[src/rtl/anton_neopixel_stream_seq_if.sv]
// Control/status bundle between the pixel-stream controller and the sequencer.
//   master: drives ctrl_* and reg_max, observes the sequencer indices and strobes
//   slave : the sequencer itself (anton_neopixel_stream_seq)
interface anton_neopixel_stream_seq_if #(
    parameter int unsigned BUFFER_BITS = 10
);
    localparam int unsigned REG_MAX_W  = 13;
    localparam int unsigned PATTERN_W  = 4;
    localparam int unsigned BIT_W      = 3;
    localparam int unsigned CHANNEL_W  = 2;
    localparam int unsigned STATE_W    = 2;

    logic                   ctrl_init;
    logic                   ctrl_run;
    logic                   ctrl_loop;
    logic                   ctrl_limit;
    logic                   ctrl_wide;
    logic [REG_MAX_W-1:0]   reg_max;

    logic [PATTERN_W-1:0]   pattern_ix;
    logic [BIT_W-1:0]       bit_ix;
    logic [CHANNEL_W-1:0]   channel_ix;
    logic [BUFFER_BITS-1:0] byte_addr;
    logic [STATE_W-1:0]     state;
    logic                   stream_out;
    logic                   stream_reset;
    logic                   bit_of;
    logic                   channel_of;
    logic                   pixel_of;
    logic                   frame_done;
    logic                   init_done;

    modport master (
        output ctrl_init, ctrl_run, ctrl_loop, ctrl_limit, ctrl_wide, reg_max,
        input  pattern_ix, bit_ix, channel_ix, byte_addr, state,
               stream_out, stream_reset, bit_of, channel_of, pixel_of,
               frame_done, init_done
    );

    modport slave (
        input  ctrl_init, ctrl_run, ctrl_loop, ctrl_limit, ctrl_wide, reg_max,
        output pattern_ix, bit_ix, channel_ix, byte_addr, state,
               stream_out, stream_reset, bit_of, channel_of, pixel_of,
               frame_done, init_done
    );
endinterface

[src/rtl/anton_neopixel_stream_seq.sv]
// NeoPixel stream sequencer (6.4 MHz pixel domain). Walks the pixel buffer and
// produces sub-bit / bit / channel indices plus the buffer byte address for the
// serialiser, then holds the line in the reset gap between frames.
// Ports:
//   clk6_4mhz : pixel-domain clock
//   rstn      : asynchronous active-low reset
//   seq_if    : slave side of anton_neopixel_stream_seq_if
//               (ctrl_*/reg_max in; indices, byte_addr, state, strobes out)
module anton_neopixel_stream_seq #(
    parameter int unsigned BUFFER_END       = 1023,
    parameter int unsigned CHANNELS         = 3,
    parameter logic [7:0]  CHANNEL_ORDER    = 8'h21,
    parameter int unsigned BITS_PER_CHANNEL = 8,
    parameter int unsigned PATTERN_LEN      = 8,
    parameter int unsigned RESET_DELAY      = 1959
) (
    input  logic                             clk6_4mhz,
    input  logic                             rstn,
    anton_neopixel_stream_seq_if.slave       seq_if
);
    localparam int unsigned BUFFER_BITS = $clog2(BUFFER_END + 1);
    localparam int unsigned ADDR_W      = BUFFER_BITS + 1;
    localparam int unsigned DELAY_BITS  = $clog2(RESET_DELAY + 1);
    localparam int unsigned PATTERN_W   = 4;
    localparam int unsigned BIT_W       = 3;
    localparam int unsigned CHANNEL_W   = 2;

    typedef enum logic [1:0] {
        ST_IDLE     = 2'd0,
        ST_TRANSMIT = 2'd1,
        ST_RESET    = 2'd2,
        ST_DONE     = 2'd3
    } state_e;

    state_e                 state_q,   state_d;
    logic [PATTERN_W-1:0]   pattern_q, pattern_d;
    logic [BIT_W-1:0]       bit_q,     bit_d;
    logic [CHANNEL_W-1:0]   chan_q,    chan_d;
    logic [BUFFER_BITS-1:0] base_q,    base_d;
    logic [DELAY_BITS-1:0]  delay_q,   delay_d;
    logic                   init_q;
    logic                   init_done_q;

    logic                   stream_out_c;
    logic                   stream_reset_c;
    logic                   pattern_last_c;
    logic                   bit_of_c;
    logic                   channel_of_c;
    logic                   pixel_of_c;
    logic                   delay_last_c;
    logic                   frame_done_c;
    logic [ADDR_W-1:0]      stride_c;
    logic [BUFFER_BITS-1:0] max_addr_c;
    logic                   last_pixel_c;
    logic [1:0]             order_off_c;

    // Qualified activity: a pause or a pending init freezes everything.
    assign stream_out_c   = (state_q == ST_TRANSMIT) && seq_if.ctrl_run && !seq_if.ctrl_init;
    assign stream_reset_c = (state_q == ST_RESET)    && seq_if.ctrl_run && !seq_if.ctrl_init;

    // Overflow chain; each strobe coincides with the final pattern step it closes.
    assign pattern_last_c = pattern_q == PATTERN_W'(PATTERN_LEN - 1);
    assign bit_of_c       = stream_out_c && pattern_last_c && (bit_q == BIT_W'(BITS_PER_CHANNEL - 1));
    assign channel_of_c   = bit_of_c && (chan_q == CHANNEL_W'(CHANNELS - 1));

    // Stride and limit are read live, so a change only matters at the next pixel boundary.
    assign stride_c     = ADDR_W'(seq_if.ctrl_wide ? 32'd4 : CHANNELS);
    assign max_addr_c   = seq_if.ctrl_limit ? BUFFER_BITS'(seq_if.reg_max) : BUFFER_BITS'(BUFFER_END);
    // One extra bit so a base near the top of the buffer cannot wrap past the limit.
    assign last_pixel_c = (ADDR_W'(base_q) + stride_c) > ADDR_W'(max_addr_c);
    assign pixel_of_c   = channel_of_c && last_pixel_c;

    assign delay_last_c = delay_q == DELAY_BITS'(RESET_DELAY);
    assign frame_done_c = stream_reset_c && delay_last_c;

    // Transmit order -> byte offset inside the pixel.
    assign order_off_c = CHANNEL_ORDER[{chan_q, 1'b0} +: 2];

    // State and counter registers.
    always_ff @(posedge clk6_4mhz or negedge rstn) begin
        if (!rstn) begin
            state_q   <= ST_IDLE;
            pattern_q <= '0;
            bit_q     <= '0;
            chan_q    <= '0;
            base_q    <= '0;
            delay_q   <= '0;
        end else begin
            state_q   <= state_d;
            pattern_q <= pattern_d;
            bit_q     <= bit_d;
            chan_q    <= chan_d;
            base_q    <= base_d;
            delay_q   <= delay_d;
        end
    end

    // Falling-edge detect on ctrl_init.
    always_ff @(posedge clk6_4mhz or negedge rstn) begin
        if (!rstn) begin
            init_q      <= 1'b0;
            init_done_q <= 1'b0;
        end else begin
            init_q      <= seq_if.ctrl_init;
            init_done_q <= init_q && !seq_if.ctrl_init;
        end
    end

    // Next-state and counter update.
    always_comb begin
        state_d   = state_q;
        pattern_d = pattern_q;
        bit_d     = bit_q;
        chan_d    = chan_q;
        base_d    = base_q;
        delay_d   = delay_q;

        if (seq_if.ctrl_init) begin
            state_d   = ST_IDLE;
            pattern_d = '0;
            bit_d     = '0;
            chan_d    = '0;
            base_d    = '0;
            delay_d   = '0;
        end else begin
            unique case (state_q)
                ST_IDLE: begin
                    if (seq_if.ctrl_run) begin
                        state_d = ST_TRANSMIT;
                    end
                end
                ST_TRANSMIT: begin
                    if (stream_out_c) begin
                        if (pattern_last_c) begin
                            pattern_d = '0;
                            bit_d     = bit_q + BIT_W'(1);
                        end else begin
                            pattern_d = pattern_q + PATTERN_W'(1);
                        end
                        if (bit_of_c) begin
                            bit_d  = '0;
                            chan_d = chan_q + CHANNEL_W'(1);
                        end
                        if (channel_of_c) begin
                            chan_d = '0;
                            if (last_pixel_c) begin
                                base_d  = '0;
                                state_d = ST_RESET;
                            end else begin
                                base_d = base_q + BUFFER_BITS'(stride_c);
                            end
                        end
                    end
                end
                ST_RESET: begin
                    if (stream_reset_c) begin
                        if (delay_last_c) begin
                            delay_d = '0;
                            state_d = seq_if.ctrl_loop ? ST_TRANSMIT : ST_DONE;
                        end else begin
                            delay_d = delay_q + DELAY_BITS'(1);
                        end
                    end
                end
                ST_DONE: begin
                    // One-shot frames need run dropped before another start.
                    if (!seq_if.ctrl_run) begin
                        state_d = ST_IDLE;
                    end
                end
                default: state_d = ST_IDLE;
            endcase
        end
    end

    assign seq_if.pattern_ix   = pattern_q;
    assign seq_if.bit_ix       = bit_q;
    assign seq_if.channel_ix   = chan_q;
    assign seq_if.state        = state_q;
    assign seq_if.byte_addr    = (state_q == ST_TRANSMIT) ? (base_q + BUFFER_BITS'(order_off_c)) : '0;
    assign seq_if.stream_out   = stream_out_c;
    assign seq_if.stream_reset = stream_reset_c;
    assign seq_if.bit_of       = bit_of_c;
    assign seq_if.channel_of   = channel_of_c;
    assign seq_if.pixel_of     = pixel_of_c;
    assign seq_if.frame_done   = frame_done_c;
    assign seq_if.init_done    = init_done_q;

endmodule

[src/flat_wrapper.sv]
// flat-port wrapper written by rule: the top's interface ports become plain ports
module anton_neopixel_stream_seq_flat 
#(
    parameter int unsigned BUFFER_END       = 1023,
    parameter int unsigned CHANNELS         = 3,
    parameter logic [7:0]  CHANNEL_ORDER    = 8'h21,
    parameter int unsigned BITS_PER_CHANNEL = 8,
    parameter int unsigned PATTERN_LEN      = 8,
    parameter int unsigned RESET_DELAY      = 1959
)
  (clk6_4mhz, rstn, seq_if_ctrl_init, seq_if_ctrl_run, seq_if_ctrl_loop, seq_if_ctrl_limit, seq_if_ctrl_wide, seq_if_reg_max, seq_if_pattern_ix, seq_if_bit_ix, seq_if_channel_ix, seq_if_byte_addr, seq_if_state, seq_if_stream_out, seq_if_stream_reset, seq_if_bit_of, seq_if_channel_of, seq_if_pixel_of, seq_if_frame_done, seq_if_init_done);
  anton_neopixel_stream_seq_if #(.BUFFER_BITS((10))) seq_if_i ();
  input  logic clk6_4mhz;
  input  logic rstn;
  input wire logic [$bits(seq_if_i.ctrl_init)-1:0] seq_if_ctrl_init;
  input wire logic [$bits(seq_if_i.ctrl_run)-1:0] seq_if_ctrl_run;
  input wire logic [$bits(seq_if_i.ctrl_loop)-1:0] seq_if_ctrl_loop;
  input wire logic [$bits(seq_if_i.ctrl_limit)-1:0] seq_if_ctrl_limit;
  input wire logic [$bits(seq_if_i.ctrl_wide)-1:0] seq_if_ctrl_wide;
  input wire logic [$bits(seq_if_i.reg_max)-1:0] seq_if_reg_max;
  output wire logic [$bits(seq_if_i.pattern_ix)-1:0] seq_if_pattern_ix;
  output wire logic [$bits(seq_if_i.bit_ix)-1:0] seq_if_bit_ix;
  output wire logic [$bits(seq_if_i.channel_ix)-1:0] seq_if_channel_ix;
  output wire logic [$bits(seq_if_i.byte_addr)-1:0] seq_if_byte_addr;
  output wire logic [$bits(seq_if_i.state)-1:0] seq_if_state;
  output wire logic [$bits(seq_if_i.stream_out)-1:0] seq_if_stream_out;
  output wire logic [$bits(seq_if_i.stream_reset)-1:0] seq_if_stream_reset;
  output wire logic [$bits(seq_if_i.bit_of)-1:0] seq_if_bit_of;
  output wire logic [$bits(seq_if_i.channel_of)-1:0] seq_if_channel_of;
  output wire logic [$bits(seq_if_i.pixel_of)-1:0] seq_if_pixel_of;
  output wire logic [$bits(seq_if_i.frame_done)-1:0] seq_if_frame_done;
  output wire logic [$bits(seq_if_i.init_done)-1:0] seq_if_init_done;
  assign seq_if_i.ctrl_init = seq_if_ctrl_init;
  assign seq_if_i.ctrl_run = seq_if_ctrl_run;
  assign seq_if_i.ctrl_loop = seq_if_ctrl_loop;
  assign seq_if_i.ctrl_limit = seq_if_ctrl_limit;
  assign seq_if_i.ctrl_wide = seq_if_ctrl_wide;
  assign seq_if_i.reg_max = seq_if_reg_max;
  assign seq_if_pattern_ix = seq_if_i.pattern_ix;
  assign seq_if_bit_ix = seq_if_i.bit_ix;
  assign seq_if_channel_ix = seq_if_i.channel_ix;
  assign seq_if_byte_addr = seq_if_i.byte_addr;
  assign seq_if_state = seq_if_i.state;
  assign seq_if_stream_out = seq_if_i.stream_out;
  assign seq_if_stream_reset = seq_if_i.stream_reset;
  assign seq_if_bit_of = seq_if_i.bit_of;
  assign seq_if_channel_of = seq_if_i.channel_of;
  assign seq_if_pixel_of = seq_if_i.pixel_of;
  assign seq_if_frame_done = seq_if_i.frame_done;
  assign seq_if_init_done = seq_if_i.init_done;
  anton_neopixel_stream_seq #(.BUFFER_END(BUFFER_END), .CHANNELS(CHANNELS), .CHANNEL_ORDER(CHANNEL_ORDER), .BITS_PER_CHANNEL(BITS_PER_CHANNEL), .PATTERN_LEN(PATTERN_LEN), .RESET_DELAY(RESET_DELAY)) u_core (.clk6_4mhz(clk6_4mhz), .rstn(rstn), .seq_if(seq_if_i));
endmodule
[config.mk]
export PLATFORM = sky130hd
export DESIGN_NAME = anton_neopixel_stream_seq_flat
export DESIGN_NICKNAME = d
export VERILOG_FILES = /design/src/rtl/anton_neopixel_stream_seq_if.sv /design/src/rtl/anton_neopixel_stream_seq.sv /design/src/flat_wrapper.sv
export SDC_FILE = /design/constraint.sdc
export NUM_CORES = 1
export LEC_CHECK = 0
export ABC_AREA = 1
export BUFFER_PORTS_ARGS = -buffer_cell sky130_fd_sc_hd__buf_2
export CAP_MARGIN = 25
export CORE_MARGIN = 2
export CORE_UTILIZATION = 40
export CTS_CLUSTER_DIAMETER = 30
export CTS_CLUSTER_SIZE = 10
export DETAILED_ROUTE_END_ITERATION = 10
export GPL_TIMING_DRIVEN = 0
export PLACE_DENSITY = 0.69
export SLEW_MARGIN = 20
export SYNTH_ARGS = -nofsm -noshare
export SYNTH_HDL_FRONTEND = slang
export SYNTH_SLANG_ARGS = --single-unit
[constraint.sdc]
create_clock -name clk6_4mhz -period 4.1 [get_ports clk6_4mhz]
set_input_delay 0 -clock clk6_4mhz [delete_from_list [all_inputs] [get_ports clk6_4mhz]]
set_output_delay 0 -clock clk6_4mhz [all_outputs]
set_load 0.02 [all_outputs]
# Word level (Yosys, flattened, before mapping)
# Cells that the tools add are included.
[op_classes]
add_sub_neg = 7
magnitude_cmp = 1
shift = 1
n_eq_ne = 14
reduce_logical = 25
n_mux = 36
[op_table]
columns = ["cell", "count"]
rows = [
  ["$mux W10", 7],
  ["$mux W11", 4],
  ["$mux W2", 14],
  ["$mux W3", 6],
  ["$mux W4", 4],
  ["$ne A3 B2 Y1 const B", 5],
  ["$add A10 B11 Y11", 1],
  ["$add A11 B1 Y11 const B", 1],
  ["$eq A11 B11 Y1 const B", 1],
  ["$gt A11 B10 Y1", 1],
  ["$add A10 B10 Y10", 1],
  ["$add A10 B2 Y10", 1],
  ["$logic_and A1 B1 Y1", 10],
  ["$reduce_bool A2 Y1", 5],
  ["$reduce_and A3 Y1", 3],
  ["$pmux W2 S4", 1],
  ["$shiftx A8 B4 Y2 const A", 1],
  ["$reduce_and A7 Y1", 1],
  ["$eq A2 B2 Y1 const B", 3],
  ["$ne A3 B3 Y1 const B", 2],
  ["$reduce_bool A3 Y1", 2],
  ["$add A4 B1 Y4 const B", 1],
  ["$eq A4 B3 Y1 const B", 1],
  ["$reduce_and A2 Y1", 2],
  ["other kinds (6)", 6],
]
[word_totals]
register_bits = 34
out_inout_bits = 28
wordCells = 92
in_bits = 20

# Longest topological paths before layout
# Gate-level depths: netlist of the first run.
[depth]
depth_word = 10
ltp_mapped = 22
ltp_nobuf = 22

# Worst setup path after synthesis of the first run
# Ideal clock, no wire load.
[synth_timing]
kind = "register -> register"
start = "register u_core.base_q[0]"
end = "register u_core.base_q[5]"
t_arrival_ps = 2378
synth_period_minus_slack_ps = 2509
setup_ps = 131
slack_ps = 1591
t_required_ps = 3969
path_stages_with_launch = 19
n_path_buf = 0
cell_sequence = "dfrtp_1 ha_1 fa_1 nand3_1 nand2_1 inv_1 o21ai_0 o21ai_1 inv_1 ha_1 nand2_1 nor2_1 nand2_1 nand2_1 nand2_1 nand2_1 nand2_1 nand2_2 o22ai_1"
[synth_between]
elab_chain_cells = 7
word_cells_on_any_way = 8
classes_between = "add/sub: 2; order compare: 1; mux: 5"
[synth_lines]
columns = ["element", "line_no", "source"]
rows = [
  ["start, declared", "anton_neopixel_stream_seq.sv:39", "logic [BUFFER_BITS-1:0] base_q, base_d;"],
  ["start signal, assigned", "anton_neopixel_stream_seq.sv:93", "base_q <= base_d;"],
  ["$add A10 B11 Y11", "anton_neopixel_stream_seq.sv:70", "assign last_pixel_c = (ADDR_W'(base_q) + stride_c) > ADDR_W'(max_addr_c);"],
  ["$gt A11 B10 Y1", "anton_neopixel_stream_seq.sv:70", ""],
  ["$mux W10 (*)", "anton_neopixel_stream_seq.sv:146", "if (last_pixel_c) begin"],
  ["$mux W10 (*)", "anton_neopixel_stream_seq.sv:144", "if (channel_of_c) begin"],
  ["$mux W10 (*)", "anton_neopixel_stream_seq.sv:133", "if (stream_out_c) begin"],
  ["$mux W10 (*)", "anton_neopixel_stream_seq.sv:126", "unique case (state_q)"],
  ["$mux W10 (*)", "anton_neopixel_stream_seq.sv:118", "if (seq_if.ctrl_init) begin"],
]
# Every way passes the cells marked *; elsewhere a longest branch is shown, timed or not. The select of a mux whose other input is x is not followed.
# A chain may end at the register's enable or synchronous reset.

# Final worst setup path of the first run
[layout_timing]
start = "register u_core.base_q[0]"
end = "output port seq_if_pixel_of"
[layout_between]
elab_chain_cells = 3
[layout_lines]
columns = ["element", "line_no", "source"]
rows = [
  ["$add A10 B11 Y11", "anton_neopixel_stream_seq.sv:70", ""],
  ["$gt A11 B10 Y1", "anton_neopixel_stream_seq.sv:70", ""],
  ["$logic_and A1 B1 Y1", "anton_neopixel_stream_seq.sv:71", "assign pixel_of_c = channel_of_c && last_pixel_c;"],
  ["end, declared", "flat_wrapper.sv:30", "output wire logic [$bits(seq_if_i.pixel_of)-1:0] seq_if_pixel_of;"],
]
# No other way between the ends.

==> flow_summary.toml, run 1 <==
[final_layout]
final_nets = 424
n_antenna_cell = 0
layout-drive-gt1-share = 0.170
instances_no_fill = 458
areaGrowthSynthToFinish_pct = 16.5
fill_cells = 621

[critical_path]
worstSetupStartpointType = "register"
worstPathMaxFanout = 3
reg2reg_depth = 18
r2r-start = "u_core.base_q[0]"
rrSetupSlack_ns = 1.26
cp_data_required_time_ns = 4.10
r2r-end = "u_core.base_q[9]"
cp-end-kind = "primary output"
worstPathArrival_ns = 2.95
worst-setup-path-type = "reg2out"

[power_and_ir_drop]
combinationalPowerShare = 0.260
max-vdd-ir-drop_uv = 250
intPower_uw = 534
p_seq_frac = 0.452
p_sw_uw = 288
p_per_area_nw_per_um2 = 284
switching_share = 0.350
power_uw = 822
power.leakage_uw = 0.00156
clock_power_share = 0.288

[clock_network]
clk_pin_slew_worst_paths_ns = 0.06
clock-sinks = 34
clockBufferDepth = 2
clock_tree.root_cell = "clkbuf_8"
insertion_delay_ns = 0.29
cts_tree = "built"
h-tree-depth = 2
cts_buffers = 5

[sta]
maxSlewViolCount = 0
rsz0062_at_grt = "false"
period_share = 0.719
timing.final.ws_setup_ns = 1.15
hold_violations = 0
tightest_slew_ns = 0.771
finClkSkew_ns = 0.00784
maxSlewHeadroom = 0.486
max_freq_ghz = 0.339
period_needed_ns = 2.95
finalSetupViolations = 0
fin_tns_setup_ns = 0

[routing]
wl_um = 5280
drc_errors = 0
num_vias = 2265
viasPerCell = 4.95
post_drt_wl_per_cell_um = 11.5
drtAntennaViolNets = 0
drt-initial-drc-count = 67
drt_first_pass_iters = 4

[synth]
yosys_warnings = 0
synth-edff-count = 0
syn_nets = 371
synth_most_common_cell = "nand2_1"
synth_top_cell_by_area = "dfrtp_1"
synth_common_cells = "nand2_1, inv_1, nor2_1"
synthCells = 330
async_reset_ff_frac = 1.00
yosysSeqAreaShare = 0.343
synth.area.top_cells = "dfrtp_1, ha_1, nand2_1"
synth_cell_type_count = 36
synthFlopType = "dfrtp_1"
syn_area_sq_um = 2480
synth-seq-cells = 34
syn_area_per_cell_sq_um = 7.51
yosysTopAreaCellShare = 0.343

[global_route]
antenna_found_initial = 0
grt_max_degree = 35
grt_first_pass_wirelength_um = 9000
track_usage = 0.171
grt.overflow.total = 0
first_global_vias = 2095

[min_path]
hold_path_class = "in2reg"
hold_start = "seq_if_ctrl_loop"
min_to = "u_core.seq_if.state[1]"
min_path_cells = 4

[die]
row_count = 28
die_w_um = 82.7
fp.dieArea_sq_um = 6850
die_h_um = 82.7
ios = 48
start_util = 0.416
coreArea_sq_um = 5960

[placed_design]
routabilityCongestion = 0.838
dp.cells = 449
port_buffers = 44
hpwl_um = 4150
pre_cts_ws_ns = 1.24

[flow_run]
drv_cap = 0

[outcome]
status = "finished clean"
[power groups by stage]
stage          Combinational, uW  Sequential (uW)  Clock (uW)
2_1_floorplan                133              391           0
3_3_place_gp                 209              378           0
3_5_place_dp                 213              378           0
4_1_cts                      217              371         243
5_1_grt                      243              373         258
6_report                     214              371         236
[flip-flops by register name (all words and copies together) (netlist names)]
register and cells:
u_core.seq_if.state 2, u_core.seq_if.init_done 1, u_core.base_q 10, u_core.seq_if.channel_ix 2, u_core.seq_if.pattern_ix 4, u_core.init_q 1, u_core.seq_if.bit_ix 3, u_core.delay_q 11
[how the worst max path moves through the flow]
stage	startpoint	end
floorplan	u_core.base_q[0]	u_core.base_q[5]
global placement	u_core.base_q[0]	u_core.base_q[5]
detailed placement	u_core.base_q[0]	u_core.base_q[9]
CTS	u_core.base_q[0]	seq_if_pixel_of
global route	u_core.base_q[0]	seq_if_pixel_of
finish	u_core.base_q[0]	seq_if_pixel_of
[final cells by class]
| cell class | count | area, sq um | area share |
|---|---|---|---|
| Multi-Input combinational cell | 237 | 1410 | 0.487 |
| Sequential cell | 34 | 851 | 0.294 |
| Timing Repair Buffer | 46 | 240 | 0.0831 |
| Inverter | 57 | 214 | 0.0740 |
| Tap cell | 75 | 93.8 | 0.0325 |
| Clock buffer | 7 | 76.3 | 0.0264 |
| Buffer | 2 | 8.76 | 0.00303 |
[layer usage]
metal,global-route usage,vias up,routed length (um),share of wire
met5,0,-,0,0
li1,-,1187,-,-
met3,0.0304,7,232,0.044
met2,0.292,42,2460,0.47
met1,0.216,1029,2520,0.48
met4,0.0574,0,69,0.013
[cell usage in the layout, fill, tap and decap left out]
master / count
a21oi_1: 11
nand3b_1: 1
nor2_8: 2
nor3_1: 8
nand3_2: 1
xor2_1: 10
inv_2: 1
nor2_4: 1
nand3_4: 1
nand4_1: 4
clkbuf_8: 5
a211oi_1: 1
o31ai_1: 3
nand2_1: 60
xnor2_1: 1
a32o_1: 2
dfrtp_1: 34
or2_2: 2
nor2_1: 41
o21ai_4: 1
nand3_1: 22
inv_1: 54
o21ai_0: 12
dlygate4sd3_1: 2
nand2_2: 3
o211ai_1: 2
o21bai_1: 1
nand2_4: 1
buf_2: 45
clkbuf_1: 3
o22ai_1: 10
nor2_2: 1
a21oi_2: 1
fa_1: 2
o21ai_1: 11
ha_1: 19
and3_1: 2
clkinv_1: 2
[what timing repair did]
| item | 4_1_cts | 5_1_grt |
|---|---|---|
| hold buffers | 2 | 0 |
| gates resized for setup | 0 | 0 |
| setup buffers | 0 | 0 |
| hold endpoints to repair | 35 | 0 |
[logic make-up after synthesis]
logic type               synth area share
AND/OR/NAND/NOR                     0.283
buffers and inverters              0.0898
AO/OA/AOI/OAI                       0.133
flip-flops                          0.343
adder cells (fa/ha/maj)             0.112
XOR/XNOR                           0.0388
[metrics by stage]
step / hold slack, ns / instance area, sq um / util
after floorplan: -0.296 / 2480 / -
after global placement: 0.119 / 2790 / 0.469
after detailed placement: 0.126 / 2790 / 0.469
after CTS: 0.0352 / 2890 / 0.485
after global routing: 0.0682 / 2890 / 0.485
final: 0.0313 / 2890 / 0.485
[worst max-delay path: stages, from the launching register on]
cell and delay, ns:
dfrtp_1 0.41, ha_1 0.22, fa_1 0.40, nand3_1 0.10
nand2_1 0.09, inv_1 0.10, o21ai_0 0.08, o21ai_1 0.11
inv_1 0.06, ha_1 0.29, nand2_1 0.07, nor2_1 0.14
nand2_1 0.07, nand2_1 0.05, nand2_1 0.04, nand2_1 0.08
nand3_2 0.12, inv_1 0.07, buf_2 0.15
No activity file was read; power rests on OpenSTA's default activity.
==> inputs of run 2 (changes only) <==
--- a/config.mk
+++ b/config.mk
@@ -14,7 +14,7 @@
 export CTS_CLUSTER_SIZE = 10
 export DETAILED_ROUTE_END_ITERATION = 10
 export GPL_TIMING_DRIVEN = 0
-export PLACE_DENSITY = 0.69
+export PLACE_DENSITY = 0.71
 export SLEW_MARGIN = 20
 export SYNTH_ARGS = -nofsm -noshare
 export SYNTH_HDL_FRONTEND = slang
==> constraint.sdc (replaced) <==
create_clock -name clk6_4mhz -period 2.4 [get_ports clk6_4mhz]
set_input_delay 0 -clock clk6_4mhz [delete_from_list [all_inputs] [get_ports clk6_4mhz]]
set_output_delay 0 -clock clk6_4mhz [all_outputs]
set_load 0.02 [all_outputs]
==> run 2 against run 1 <==
  * The run now ends with negative setup slack left
  * Sequential cell count is the same
  * Worst hold slack better by 0.012 ns
  * Utilization up 9.5 points
  * Sequential power rose by 71%
  * Register-to-register slack got worse by 1.5 ns
  * Critical path depth decreased by 4
  * Cell area rose by 20%
  * Cell count is 5.2% higher
  * Clock skew up 0.0048 ns
  * Via count grew 8.6%
  * Clock power grew 94%
  * Count of clock-buffer cells in the layout did not move
  * Critical path type unchanged
==> flow_summary.toml, run 2 (same netlist as run 1, synthesis figures left out) <==
[global_route]
first_global_vias = 2311
antenna_found_initial = 0
grt_first_pass_wirelength_um = 10100
grt_max_degree = 35
grt.overflow.total = 0
track_usage = 0.193

[final_layout]
regMostFlops = "u_core.delay_q"
n_antenna_cell = 0
instances_no_fill = 482
final_nets = 447
most-common-layout-cells = "nand2_1, inv_1, buf_2"
final_common_cell = "nand2_1"
layout-drive-gt1-share = 0.346
largest_reg_flops = 11
fill_cells = 543
utilization = 0.581
areaGrowthSynthToFinish_pct = 39.5

[critical_path]
rrSetupSlack_ns = -0.25
worstPathArrival_ns = 2.75
worstPathMaxFanout = 3
reg2reg_depth = 20
cp-end-kind = "primary output"
cp_data_required_time_ns = 2.40
r2r-end = "u_core.base_q[5]"
worst-setup-path-type = "reg2out"
worstSetupStartpointType = "register"
r2r-start = "u_core.base_q[0]"

[routing]
wl_um = 6520
viasPerCell = 5.10
drtAntennaViolNets = 0
post_drt_wl_per_cell_um = 13.5
drc_errors = 0
num_vias = 2460
drt_first_pass_iters = 4
drt-initial-drc-count = 102

[clock_network]
insertion_delay_ns = 0.30
clk_pin_slew_worst_paths_ns = 0.07
h-tree-depth = 2
cts_tree = "built"
cts_buffers = 5
clock-sinks = 34
clockBufferDepth = 2
clock_tree.root_cell = "clkbuf_8"

[sta]
finalSetupViolations = 13
max_freq_ghz = 0.363
finClkSkew_ns = 0.0126
tightest_slew_ns = 0.775
rsz0062_at_grt = "true"
hold_violations = 0
maxSlewHeadroom = 0.483
period_needed_ns = 2.75
maxSlewViolCount = 0
timing.final.ws_setup_ns = -0.354
period_share = 1.15

[min_path]
hold_start = "seq_if_ctrl_loop"
min_to = "u_core.seq_if.state[1]"
min_path_cells = 4
hold_path_class = "in2reg"

[power_and_ir_drop]
p_sw_uw = 528
switching_share = 0.356
p_seq_frac = 0.430
p_per_area_nw_per_um2 = 428
intPower_uw = 953
max-vdd-ir-drop_uv = 308
combinationalPowerShare = 0.261
power.leakage_uw = 0.00169
clock_power_share = 0.309

[die]
coreArea_sq_um = 5960
ios = 48
row_count = 28
fp.dieArea_sq_um = 6850
start_util = 0.416
die_h_um = 82.7
die_w_um = 82.7

[placed_design]
dp.cells = 449
port_buffers = 44
hpwl_um = 4430
routabilityCongestion = 0.834

[outcome]
violations = "negative setup slack"
status = "finished with violations"

[flow_run]
drv_cap = 0
[run 2: cell types whose count changed in the layout (fill, tap and decap cells not counted), sizes merged]
| cell | delta |
|---|---|
| clkbuf | -1 |
| clkinv | +1 |
| buf | +24 |
[run 2: critical path, stage by stage, from the launching register on]
cell	delay, ns
dfrtp_1	0.41
ha_4	0.17
fa_2	0.36
nand3_4	0.11
nand2_4	0.07
nand2_2	0.07
xor2_2	0.18
inv_1	0.09
ha_4	0.27
and3_4	0.18
nand4_1	0.10
buf_4	0.18
nand3_4	0.09
inv_2	0.05
buf_6	0.12
[run 2: how the worst max path moves through the flow]
stage,to,slack [ns],depth (start not counted),from
final,seq_if_pixel_of,-0.35,14,u_core.base_q[0]
after floorplan,u_core.seq_if.state[1],0.001,20,u_core.base_q[0]
after global routing,seq_if_pixel_of,-0.44,16,u_core.base_q[2]
after global placement,u_core.base_q[0],-0.23,17,u_core.base_q[1]
after detailed placement,u_core.base_q[8],-0.28,18,u_core.base_q[0]
after CTS,seq_if_pixel_of,-0.29,19,u_core.base_q[0]
[run 2: per-layer routing]
metal | GRT usage | wire (um)
met1 | 0.231 | 2760
met2 | 0.346 | 3420
met3 | 0.0348 | 244
met4 | 0.0639 | 98
met5 | 0 | 0
[run 2: repair_timing]
| item | in CTS | in global routing |
|---|---|---|
| hold endpoints to repair | 35 | 0 |
| buffers inserted | 18 | 8 |
| endpoints found under the setup margin | 13 | 13 |
| pin swaps | 18 | 23 |
| hold buffers | 2 | 0 |
| resized for setup | 28 | 38 |
[run 2: stage by stage]
stage               worst slack, ns  power (uW)  TNS, ns  area [sq um]  hold WS [ns]
floorplan                   0.00145         896        0          2500        -0.296
global placement             -0.230        1000    -2.50          2820         0.122
detailed placement           -0.281        1020    -2.97          2820         0.124
CTS                          -0.286        1470    -2.95          3200        0.0423
global route                 -0.438        1560    -4.68          3460        0.0668
finish                       -0.354        1480    -2.94          3460        0.0429
[run 2: power by group through the flow]
stage          registers [uW]  clock network, uW  logic [uW]
6_report                  636                458         387
5_1_grt                   641                489         434
4_1_cts                   636                458         381
3_5_place_dp              647                  0         369
3_3_place_gp              646                  0         356
2_1_floorplan             668                  0         228
[run 2: final cells by class]
cell class	instances	area, sq um	area share
clock buffer	7	86.3	0.0250
sequential	34	853	0.247
inverter	57	216	0.0626
buffer	1	5.00	0.00145
timing repair buffer	70	434	0.126
clock inverter	1	5.00	0.00145
tap	75	93.8	0.0271
multi-input combinational	237	1760	0.510
==> inputs of run 3 (changes only) <==
--- a/config.mk
+++ b/config.mk
@@ -6,6 +6,7 @@
 export NUM_CORES = 1
 export LEC_CHECK = 0
 export ABC_AREA = 1
+export ABC_CLOCK_PERIOD_IN_PS = 2400
 export BUFFER_PORTS_ARGS = -buffer_cell sky130_fd_sc_hd__buf_2
 export CAP_MARGIN = 25
 export CORE_MARGIN = 2
@@ -15,6 +16,7 @@
 export DETAILED_ROUTE_END_ITERATION = 10
 export GPL_TIMING_DRIVEN = 0
 export PLACE_DENSITY = 0.71
+export RECOVER_POWER = 100
 export SLEW_MARGIN = 20
 export SYNTH_ARGS = -nofsm -noshare
 export SYNTH_HDL_FRONTEND = slang
==> run 3 against run 2 <==
  * Combinational power decreased by 7.0%
  * Clock skew down 0.0028 ns
  * Largest cell class unchanged
  * Global-route usage unchanged
  * The run ends with max-capacitance violations, max-slew violations, negative setup slack left
  * Power down 2.0%
  * Non-clock buffer count did not move
==> flow_summary.toml, run 3 (same netlist as run 1, synthesis figures left out) <==
[die]
coreArea_sq_um = 5960
fp.dieArea_sq_um = 6850
die_h_um = 82.7
start_util = 0.416
row_count = 28
die_w_um = 82.7
ios = 48

[sta]
period_needed_ns = 2.76
rsz0062_at_grt = "true"
finClkSkew_ns = 0.00978
finalSetupViolations = 14
hold_violations = 0
maxSlewViolCount = 35
period_share = 1.15
max_freq_ghz = 0.362
tightest_slew_ns = 1.87
hold-worst-slack_ns = 0.0422
fin_tns_setup_ns = -3.08
maxSlewHeadroom = -0.246
timing.final.ws_setup_ns = -0.359

[power_and_ir_drop]
clock_power_share = 0.315
p_seq_frac = 0.437
power.leakage_uw = 0.00159
power_uw = 1450
max-vdd-ir-drop_uv = 282
switching_share = 0.355
p_per_area_nw_per_um2 = 426
combinationalPowerShare = 0.248
intPower_uw = 936
p_sw_uw = 516

[global_route]
grt_first_pass_wirelength_um = 10100
antenna_found_initial = 0
grt.overflow.total = 0
track_usage = 0.193
first_global_vias = 2311
grt_max_degree = 35

[final_layout]
instances_no_fill = 482
utilization = 0.572
areaGrowthSynthToFinish_pct = 37.3
most-common-layout-cells = "nand2_1, inv_1, nor2_1"
regMostFlops = "u_core.delay_q"
final_nets = 447
layout-drive-gt1-share = 0.283
n_antenna_cell = 0
largest_reg_flops = 11
final_common_cell = "nand2_1"

[placed_design]
hpwl_um = 4430
dp.cells = 449
routabilityCongestion = 0.834
port_buffers = 44

[routing]
drt-initial-drc-count = 68
drtAntennaViolNets = 0
drt-met1-wl_um = 2770
viasPerCell = 5.10
wl_um = 6510
met3_length_um = 249
route.met2.wl_um = 3390
drc_errors = 0
post_drt_wl_per_cell_um = 13.5
top_layer = "met4"
drt_first_pass_iters = 4
num_vias = 2457

[clock_network]
clock_tree.root_cell = "clkbuf_8"
clock-sinks = 34
clk_pin_slew_worst_paths_ns = 0.07
h-tree-depth = 2
cts_tree = "built"
insertion_delay_ns = 0.29
cts_buffers = 5
clockBufferDepth = 2

[critical_path]
worstPathMaxFanout = 3
cp_data_required_time_ns = 2.40
worstPathArrival_ns = 2.76
cp-end-kind = "primary output"
worst-setup-path-type = "reg2out"
worstSetupStartpointType = "register"

[outcome]
violations = "max-capacitance violations, max-slew violations, negative setup slack"
status = "finished with violations"

[flow_run]
drv_cap = 1

[min_path]
hold_path_class = "in2reg"
==> run 3: cell count changes in the layout (fill, tap and decap cells not counted) <==
cell	previous run	this run
nor2_2	1	0
nor2_1	39	41
nand2_4	4	3
nand2_1	50	51
o21ai_0	11	16
nor2_4	3	2
nand3_4	5	4
clkbuf_2	0	3
nand3_2	4	5
clkbuf_1	1	24
o21ai_1	11	6
buf_2	44	18
==> run 3: per-layer routing <==
metal,track usage,vias up
li1,-,1237
met1,0.231,1158
met2,0.346,53
met3,0.0348,9
met4,0.0639,0
met5,0,-
==> run 3: per-stage QoR <==
step,instance area (sq um),setup slack [ns]
floorplan,2500,0.00145
finish,3400,-0.359
CTS,3200,-0.286
global route,3400,-0.438
detailed placement,2820,-0.281
global placement,2820,-0.230
==> run 3: area by class of cell <==
class / count / area [sq um]
inverter: 57 / 216
timing repair buffer: 70 / 407
fill: 559 / 2550
sequential: 34 / 853
clock inverter: 1 / 5.00
buffer: 1 / 3.75
clock buffer: 7 / 86.3
multi-input combinational: 237 / 1740
tap: 75 / 93.8
==> run 3: power by group through the flow <==
stage,clock [uW],sequential [uW],combinational [uW]
after floorplan,0,668,228
after global placement,0,646,356
after detailed placement,0,647,369
after CTS,458,636,381
after global routing,489,637,408
final,458,634,360
==> run 3: final timing paths <==
kind / startpoint / endpoint / slack, ns / depth (start not counted)
max: u_core.base_q[0] / seq_if_pixel_of / -0.36 / 14
min: seq_if_ctrl_loop / u_core.seq_if.state[1] / 0.04 / 4
max reg2reg: u_core.base_q[0] / u_core.base_q[5] / -0.26 / 20
min reg2reg: u_core.init_q / u_core.seq_if.init_done / 0.47 / 2
max in group asynchronous: rstn / u_core.base_q[1] / 0.42 / 2
min in group asynchronous: rstn / u_core.base_q[9] / 0.76 / 2
==> run 3: critical path, cell delays in order, from the launching register on <==
cell and delay, ns:
dfrtp_1 0.41, ha_4 0.17, fa_2 0.36, nand3_4 0.11
nand2_4 0.07, nand2_2 0.07, xor2_2 0.18, inv_1 0.09
ha_4 0.27, and3_4 0.18, nand4_1 0.10, buf_4 0.18
nand3_4 0.09, inv_2 0.05, buf_6 0.12
==> run 3: what timing repair did <==
item                                    in CTS  in global routing
hold buffers                                 2                  0
hold endpoints to repair                    35                  0
pin swaps                                   18                 23
resized for setup                           28                 38
endpoints found under the setup margin      13                 13
setup buffers                               18                  8
cloned                                       0                  0
